`src/rtl/rf_pkg.sv`:
```
// Shared register-file types and sizing constants.
// Used by the write arbiter (and the read-side selector), so that source masks
// and physical-register indices have one definition across both sides.
package rf_pkg;

  localparam int NUM_SRC   = 6;
  localparam int NUM_PORTS = 2;
  localparam int PREG_W    = 6;
  localparam int DATA_W    = 32;
  localparam int PTR_W     = $clog2(NUM_SRC);

  typedef logic [PREG_W-1:0]    preg_t;
  typedef logic [DATA_W-1:0]    data_t;
  typedef logic [NUM_SRC-1:0]   src_mask_t;
  typedef logic [NUM_PORTS-1:0] port_mask_t;
  typedef logic [PTR_W-1:0]     ptr_t;

endpackage

```
`src/rtl/rf_write_arbiter_if.sv`:
```
// Writeback bus between execution sources and the register-file write arbiter.
//
// Handshake: source i offers a result by raising i_wb_valid[i] with
// i_wb_preg[i]/i_wb_data[i]; the offer transfers on a rising clock edge where
// i_wb_valid[i] && o_wb_ready[i]. While valid is high and ready is low, the
// source holds valid, preg and data stable. o_wb_ready does not depend on
// i_wb_valid.
//
// Signals:
//   i_wb_valid  per-source offer
//   i_wb_preg   per-source destination physical register
//   i_wb_data   per-source result data
//   o_wb_ready  per-source acceptance
//   o_rf_we     per-port RF write enable (registered)
//   o_rf_waddr  per-port RF write address (registered, 0 when unused)
//   o_rf_wdata  per-port RF write data (registered, 0 when unused)
//   o_done_mask per-source one-cycle retire pulse (registered)
interface rf_write_arbiter_if;
  import rf_pkg::*;

  src_mask_t                 i_wb_valid;
  preg_t [NUM_SRC-1:0]       i_wb_preg;
  data_t [NUM_SRC-1:0]       i_wb_data;
  src_mask_t                 o_wb_ready;
  port_mask_t                o_rf_we;
  preg_t [NUM_PORTS-1:0]     o_rf_waddr;
  data_t [NUM_PORTS-1:0]     o_rf_wdata;
  src_mask_t                 o_done_mask;

  // Producer side (execution units / bench).
  modport master (
    output i_wb_valid, i_wb_preg, i_wb_data,
    input  o_wb_ready, o_rf_we, o_rf_waddr, o_rf_wdata, o_done_mask
  );

  // Arbiter side.
  modport slave (
    input  i_wb_valid, i_wb_preg, i_wb_data,
    output o_wb_ready, o_rf_we, o_rf_waddr, o_rf_wdata, o_done_mask
  );

endinterface

```
`src/rtl/rf_write_arbiter_pick.sv`:
```
// rr_multi_pick: combinational round-robin picker granting up to P requesters.
// Scans req_i starting at ptr_i, wrapping mod N. The k-th hit gets grant
// vector k (one-hot). Usable for both the write and read sides.
//
// Ports:
//   req_i      request mask
//   ptr_i      scan start index
//   gnt_o      P one-hot grant vectors, index = port
//   found_o    per-port "a requester was assigned"
//   next_ptr_o index after the last assigned requester (ptr_i if none)
module rr_multi_pick #(
  parameter int N = rf_pkg::NUM_SRC,
  parameter int P = rf_pkg::NUM_PORTS
) (
  input  logic [N-1:0]              req_i,
  input  logic [$clog2(N)-1:0]      ptr_i,
  output logic [P-1:0][N-1:0]       gnt_o,
  output logic [P-1:0]              found_o,
  output logic [$clog2(N)-1:0]      next_ptr_o
);

  localparam int PW = $clog2(N);
  localparam int SW = PW + 1;
  localparam int CW = $clog2(P + 1);

  logic [SW-1:0] sum;
  logic [PW-1:0] idx;
  logic [CW-1:0] cnt;

  always_comb begin
    gnt_o      = '0;
    found_o    = '0;
    next_ptr_o = ptr_i;
    sum        = '0;
    idx        = '0;
    cnt        = '0;
    for (int k = 0; k < N; k++) begin
      // ptr + k < 2N, so one conditional subtract is enough to wrap.
      sum = {1'b0, ptr_i} + SW'(k);
      if (sum >= SW'(N)) sum = sum - SW'(N);
      idx = sum[PW-1:0];
      if (req_i[idx] && (cnt < CW'(P))) begin
        for (int p = 0; p < P; p++) begin
          if (cnt == CW'(p)) begin
            gnt_o[p][idx] = 1'b1;
            found_o[p]    = 1'b1;
          end
        end
        cnt        = cnt + CW'(1);
        next_ptr_o = (idx == PW'(N - 1)) ? '0 : idx + PW'(1);
      end
    end
  end

endmodule

```
`src/rtl/rf_write_arbiter.sv`:
```
// rf_write_arbiter: collects writeback results from NUM_SRC sources into
// one-entry holding registers and issues them to NUM_PORTS RF write ports
// with round-robin fairness. Entries targeting physical register 0 retire
// without using a port. Port outputs and the done mask are registered and
// appear on the edge after the grant.
//
// Ports:
//   clk    system clock
//   reset  asynchronous, active-high reset
//   bus    writeback/RF-write bundle (slave side)
module rf_write_arbiter
  import rf_pkg::*;
(
  input  logic                 clk,
  input  logic                 reset,
  rf_write_arbiter_if.slave    bus
);

  // Holding registers.
  src_mask_t               full_q, full_d;
  preg_t [NUM_SRC-1:0]     preg_q, preg_d;
  data_t [NUM_SRC-1:0]     data_q, data_d;
  ptr_t                    rr_ptr_q, rr_ptr_d;

  // Output registers.
  port_mask_t              we_q, we_d;
  preg_t [NUM_PORTS-1:0]   waddr_q, waddr_d;
  data_t [NUM_PORTS-1:0]   wdata_q, wdata_d;
  src_mask_t               done_q, done_d;

  // Pick results.
  src_mask_t               zero_hit, pick_req, grant, ready, xfer;
  src_mask_t [NUM_PORTS-1:0] port_gnt;
  port_mask_t              port_found;
  ptr_t                    next_ptr;

  // Zero-preg entries retire for free and stay out of the port scan.
  always_comb begin
    zero_hit = '0;
    for (int i = 0; i < NUM_SRC; i++) begin
      zero_hit[i] = full_q[i] && (preg_q[i] == '0);
    end
    pick_req = full_q & ~zero_hit;
  end

  rr_multi_pick #(
    .N (NUM_SRC),
    .P (NUM_PORTS)
  ) u_pick (
    .req_i      (pick_req),
    .ptr_i      (rr_ptr_q),
    .gnt_o      (port_gnt),
    .found_o    (port_found),
    .next_ptr_o (next_ptr)
  );

  always_comb begin
    grant = zero_hit;
    for (int p = 0; p < NUM_PORTS; p++) begin
      grant = grant | port_gnt[p];
    end
    ready = ~full_q | grant;
    xfer  = bus.i_wb_valid & ready;
  end

  assign bus.o_wb_ready  = ready;
  assign bus.o_rf_we     = we_q;
  assign bus.o_rf_waddr  = waddr_q;
  assign bus.o_rf_wdata  = wdata_q;
  assign bus.o_done_mask = done_q;

  // Holding-register next state: a refill wins over a grant, so a granted
  // entry that is reloaded in the same cycle stays full.
  always_comb begin
    full_d = full_q;
    preg_d = preg_q;
    data_d = data_q;
    for (int i = 0; i < NUM_SRC; i++) begin
      if (xfer[i]) begin
        full_d[i] = 1'b1;
        preg_d[i] = bus.i_wb_preg[i];
        data_d[i] = bus.i_wb_data[i];
      end else if (grant[i]) begin
        full_d[i] = 1'b0;
      end
    end
    rr_ptr_d = port_found[0] ? next_ptr : rr_ptr_q;
  end

  // Port muxes: grants are one-hot, so AND-OR selection leaves unused ports at 0.
  always_comb begin
    we_d    = port_found;
    waddr_d = '0;
    wdata_d = '0;
    for (int p = 0; p < NUM_PORTS; p++) begin
      for (int i = 0; i < NUM_SRC; i++) begin
        if (port_gnt[p][i]) begin
          waddr_d[p] = waddr_d[p] | preg_q[i];
          wdata_d[p] = wdata_d[p] | data_q[i];
        end
      end
    end
    done_d = grant;
  end

  always_ff @(posedge clk or posedge reset) begin
    if (reset) begin
      full_q   <= '0;
      preg_q   <= '0;
      data_q   <= '0;
      rr_ptr_q <= '0;
      we_q     <= '0;
      waddr_q  <= '0;
      wdata_q  <= '0;
      done_q   <= '0;
    end else begin
      full_q   <= full_d;
      preg_q   <= preg_d;
      data_q   <= data_d;
      rr_ptr_q <= rr_ptr_d;
      we_q     <= we_d;
      waddr_q  <= waddr_d;
      wdata_q  <= wdata_d;
      done_q   <= done_d;
    end
  end

endmodule
```
`src/flat_wrapper.sv`:
```
// flat-port wrapper written by rule: the top's interface ports become plain ports
module rf_write_arbiter_flat import rf_pkg::*;
  (clk, reset, bus_i_wb_valid, bus_i_wb_preg, bus_i_wb_data, bus_o_wb_ready, bus_o_rf_we, bus_o_rf_waddr, bus_o_rf_wdata, bus_o_done_mask);
  rf_write_arbiter_if bus_i ();
  input  logic clk;
  input  logic reset;
  input wire logic [$bits(bus_i.i_wb_valid)-1:0] bus_i_wb_valid;
  input wire logic [$bits(bus_i.i_wb_preg)-1:0] bus_i_wb_preg;
  input wire logic [$bits(bus_i.i_wb_data)-1:0] bus_i_wb_data;
  output wire logic [$bits(bus_i.o_wb_ready)-1:0] bus_o_wb_ready;
  output wire logic [$bits(bus_i.o_rf_we)-1:0] bus_o_rf_we;
  output wire logic [$bits(bus_i.o_rf_waddr)-1:0] bus_o_rf_waddr;
  output wire logic [$bits(bus_i.o_rf_wdata)-1:0] bus_o_rf_wdata;
  output wire logic [$bits(bus_i.o_done_mask)-1:0] bus_o_done_mask;
  assign bus_i.i_wb_valid = bus_i_wb_valid;
  assign bus_i.i_wb_preg = bus_i_wb_preg;
  assign bus_i.i_wb_data = bus_i_wb_data;
  assign bus_o_wb_ready = bus_i.o_wb_ready;
  assign bus_o_rf_we = bus_i.o_rf_we;
  assign bus_o_rf_waddr = bus_i.o_rf_waddr;
  assign bus_o_rf_wdata = bus_i.o_rf_wdata;
  assign bus_o_done_mask = bus_i.o_done_mask;
  rf_write_arbiter u_core (.clk(clk), .reset(reset), .bus(bus_i));
endmodule
```
`config.mk`:
```
export PLATFORM = sky130hd
export DESIGN_NAME = rf_write_arbiter_flat
export DESIGN_NICKNAME = d
export VERILOG_FILES = /design/src/rtl/rf_pkg.sv /design/src/rtl/rf_write_arbiter_if.sv /design/src/rtl/rf_write_arbiter_pick.sv /design/src/rtl/rf_write_arbiter.sv /design/src/flat_wrapper.sv
export SDC_FILE = /design/constraint.sdc
export NUM_CORES = 1
export LEC_CHECK = 0
export ABC_AREA = 1
export CORE_ASPECT_RATIO = 1.2
export CORE_MARGIN = 2
export CORE_UTILIZATION = 25
export DETAILED_ROUTE_END_ITERATION = 12
export DONT_BUFFER_PORTS = 1
export HOLD_SLACK_MARGIN = 0.02
export PLACE_DENSITY = 0.43
export SETUP_SLACK_MARGIN = 0.1
export SLEW_MARGIN = 20
export SYNTH_ARGS = -nofsm -noshare
export SYNTH_HDL_FRONTEND = slang
export SYNTH_HIERARCHICAL = 1
export SYNTH_SLANG_ARGS = --single-unit
```
`constraint.sdc`:
```
create_clock -name clk -period 29.3 [get_ports clk]
set_input_delay 4.395 -clock clk [delete_from_list [all_inputs] [get_ports clk]]
set_output_delay 4.395 -clock clk [all_outputs]
set_load 0.05 [all_outputs]
```
==> results.md <==
- CP delay by family, top: simple AND/OR/NAND/NOR gates
- Post-detail-place hpwl: about 57000 µm
- Setup_tns: 0 ns
- First-pass iteration count of the detailed router: 5
- Final clock skew: slightly below 0.04 ns
- Syn Nets: ~2400
- Critical path data required time: approximately 25 ns
- Initial antenna violation count: 11
- Drt wl/cell: between 20 and 30 µm
- Hold/Removal Path Class: register to register
- Vias: about 15000
- Drt drc: 0
- DR WL met3: roughly 4600 µm
- Root cell of the clock tree: clkbuf_16
- Critical Path Sink Type: output port
- Drt initial violations: between 1000 and 1500
- CP max stage cell: dfrtp_1
- CTS tree: done
- Post-synthesis sequential area ratio: between 40% and 50%
- Warning count from the yosys run: 6
- Worst EP arrival: 6.79 ns
- Number of core rows: 102
- Fmax: 89.39 MHz
- Top Layer Used: met5
- Worst Path Max Fanout: a little over 40
- Post-synth EDFFs: 0
- Unrepaired setup endpoints after global routing: no
- Critical setup path kind: register to output port
- Cell taking the most area after synthesis: dfrtp_1
- DIE HEIGHT: approximately 280 µm
- Minimum clock period: between 10 and 15 ns
- Tot GR Track Use: between 20% and 30%
- Drt via density: approximately 5
- Number of gates resized after cts: 0
- Htree depth: 2
- Vias in the first global route: 15260
- Top post-synthesis cells by area: dfrtp_1, nand2_1, nand3_1
- Num CTS Buffers: 38
- Routed Antenna Nets: 0
- Max_slew headroom: between 20% and 30%
- Final Hold Fails: 0
- Yosys top cell area share: approximately half
- Post-Route WL: 75290 µm
- Floorplan core area: ~0.065 mm²
- Layout Nets: between 2000 and 2500
- Final worst path period share: 38.18%
- Slowest Stage Delay on Critical Path: 0.47 ns
- Number of clock sinks: 321
- Final GP Congestion: 0.9286
- Clk slew on worst S/H paths: approximately 0.070 ns
- Max cap viols: 0
- #FFs+latches synth: around 320
- Synth cell count leaders: nand2_1, dfrtp_1, nand3_1, a21oi_1, inv_1
- Mean post-synth cell area: ~7.7 µm²
- Crit path launch type: register
- Ports: approximately 330
- First-pass GRT wire length: roughly 110000 µm
- Remaining Overflow, GRT: 0
- Full die area: roughly 0.068 mm²
- CP Buf/Inv Count: 9
- Port Buffers: 0
- # hold bufs at CTS: 0
- Worst Tran Pin Value: 1.083 ns
- Fraction of layout cells with a size suffix above 1: around 7.3%
- # setup viols final: 0
- Status: finished clean
- Max Slew Vio Count: 0
- Top_reg_cell synth: dfrtp_1
- Synth Cell Area: roughly 0.016 mm²
- Top-count cell post-synth: nand2_1
- Clock buffer depth: 3
- Post-synth ARST share: 100.0%
- Post-CTS setup buffers: 0
- DRT met1 WL: around 28000 µm
- Syn-to-layout area delta: 11.21%
- Starting Density: between 20% and 30%
- Clk_lat worst skew: slightly below 0.6 ns
- Synthesized instance count: ~2100
- Die width: ~240 µm
- WL met2: roughly 40000 µm
- Largest net degree at the start of global routing: roughly 120
- Yosys cell types: 35
path summary, 6_finish.rpt:
path / startpoint / endpoint / slack, ns / cells after the start
max in group asynchronous: reset / u_core/preg_q[22] / 23.95 / 2
min: u_core/data_q[103] / u_core/data_q[103] / 0.47 / 2
max: u_core/rr_ptr_q[1] / bus_o_wb_ready[0] / 18.11 / 32
max reg2reg: u_core/rr_ptr_q[1] / u_core/preg_q[24] / 21.93 / 34
min in group asynchronous: reset / u_core/data_q[35] / 3.77 / 1
min reg2reg: u_core/data_q[103] / u_core/data_q[103] / 0.47 / 2
flip-flops by register name (all words and copies together), names as in the netlist:
signal	count
u_core/data_q	192
u_core/bus.o_rf_wdata	64
u_core/preg_q	36
u_core/bus.o_rf_waddr	12
u_core/bus.o_done_mask	6
u_core/full_q	6
u_core/rr_ptr_q	3
u_core/bus.o_rf_we	2
worst min-delay path, stage by stage, from the launching register on:
cell	delay, ns
dfrtp_1	0.34
nand2_1	0.05
nand2_1	0.05
through the flow:
stage	utilization (%)	cells	hold slack [ns]	worst slack (ns)	instance area (µm²)
after global placement	26.21	2858	0.4559	18.87	16960
after global routing	28.20	2925	0.4864	17.53	18240
after CTS	28.19	2925	0.4736	18.08	18240
after detailed placement	26.21	2858	0.4586	18.73	16960
after floorplan	-	2132	0.4419	16.02	16410
final	28.20	2927	0.4714	18.11	18250
placed cells by master, fill, tap and decap left out, drive strengths merged:
cell type and n:
a21oi 175, a32oi 1, buf 21, bufinv 4, clkbuf 48, clkinv 10, clkinvlp 3, dfrtp 321
diode 2, ha 14, inv 182, mux2 3, nand2 757, nand3 285, nand4 6, nor2 67
nor3 6, o211ai 4, o21ai 103, o22a 2, o22ai 80, xor2 1
cell type report:
class / count / area [µm²]
fill: 6952 / 46460
sequential: 321 / 8033
multi-input combinational: 1504 / 7042
tap: 832 / 1041
clock buffer: 48 / 1028
inverter: 180 / 684.4
clock inverter: 19 / 254.0
timing repair buffer: 21 / 161.4
antenna: 2 / 5.005
cells by family (layout without fill, tap and decap cells):
group           count (synthesis)  after routing  share of synthesized area [%]
fa+ha+maj                      14             14                          1.067
other cells                     0              2                              0
compound gates                365            365                          11.96
xor+xnor                        1              1                        0.05338
mux                             3              3                         0.2059
buf+inv                       307            268                          8.181
simple gates                 1121           1121                          29.58
flops                         321            321                          48.95
routing by layer:
| layer | vias to the layer above | track usage (%) |
|---|---|---|
| met5 | - | 0 |
| met1 | 7245 | 24.23 |
| met4 | 14 | 8.176 |
| met3 | 118 | 5.235 |
| met2 | 484 | 40.91 |
| li1 | 6817 | - |
Power is left out: the tool's default activity adds up to more than one toggle a clock period on the data nets, which glitch-free logic cannot reach.
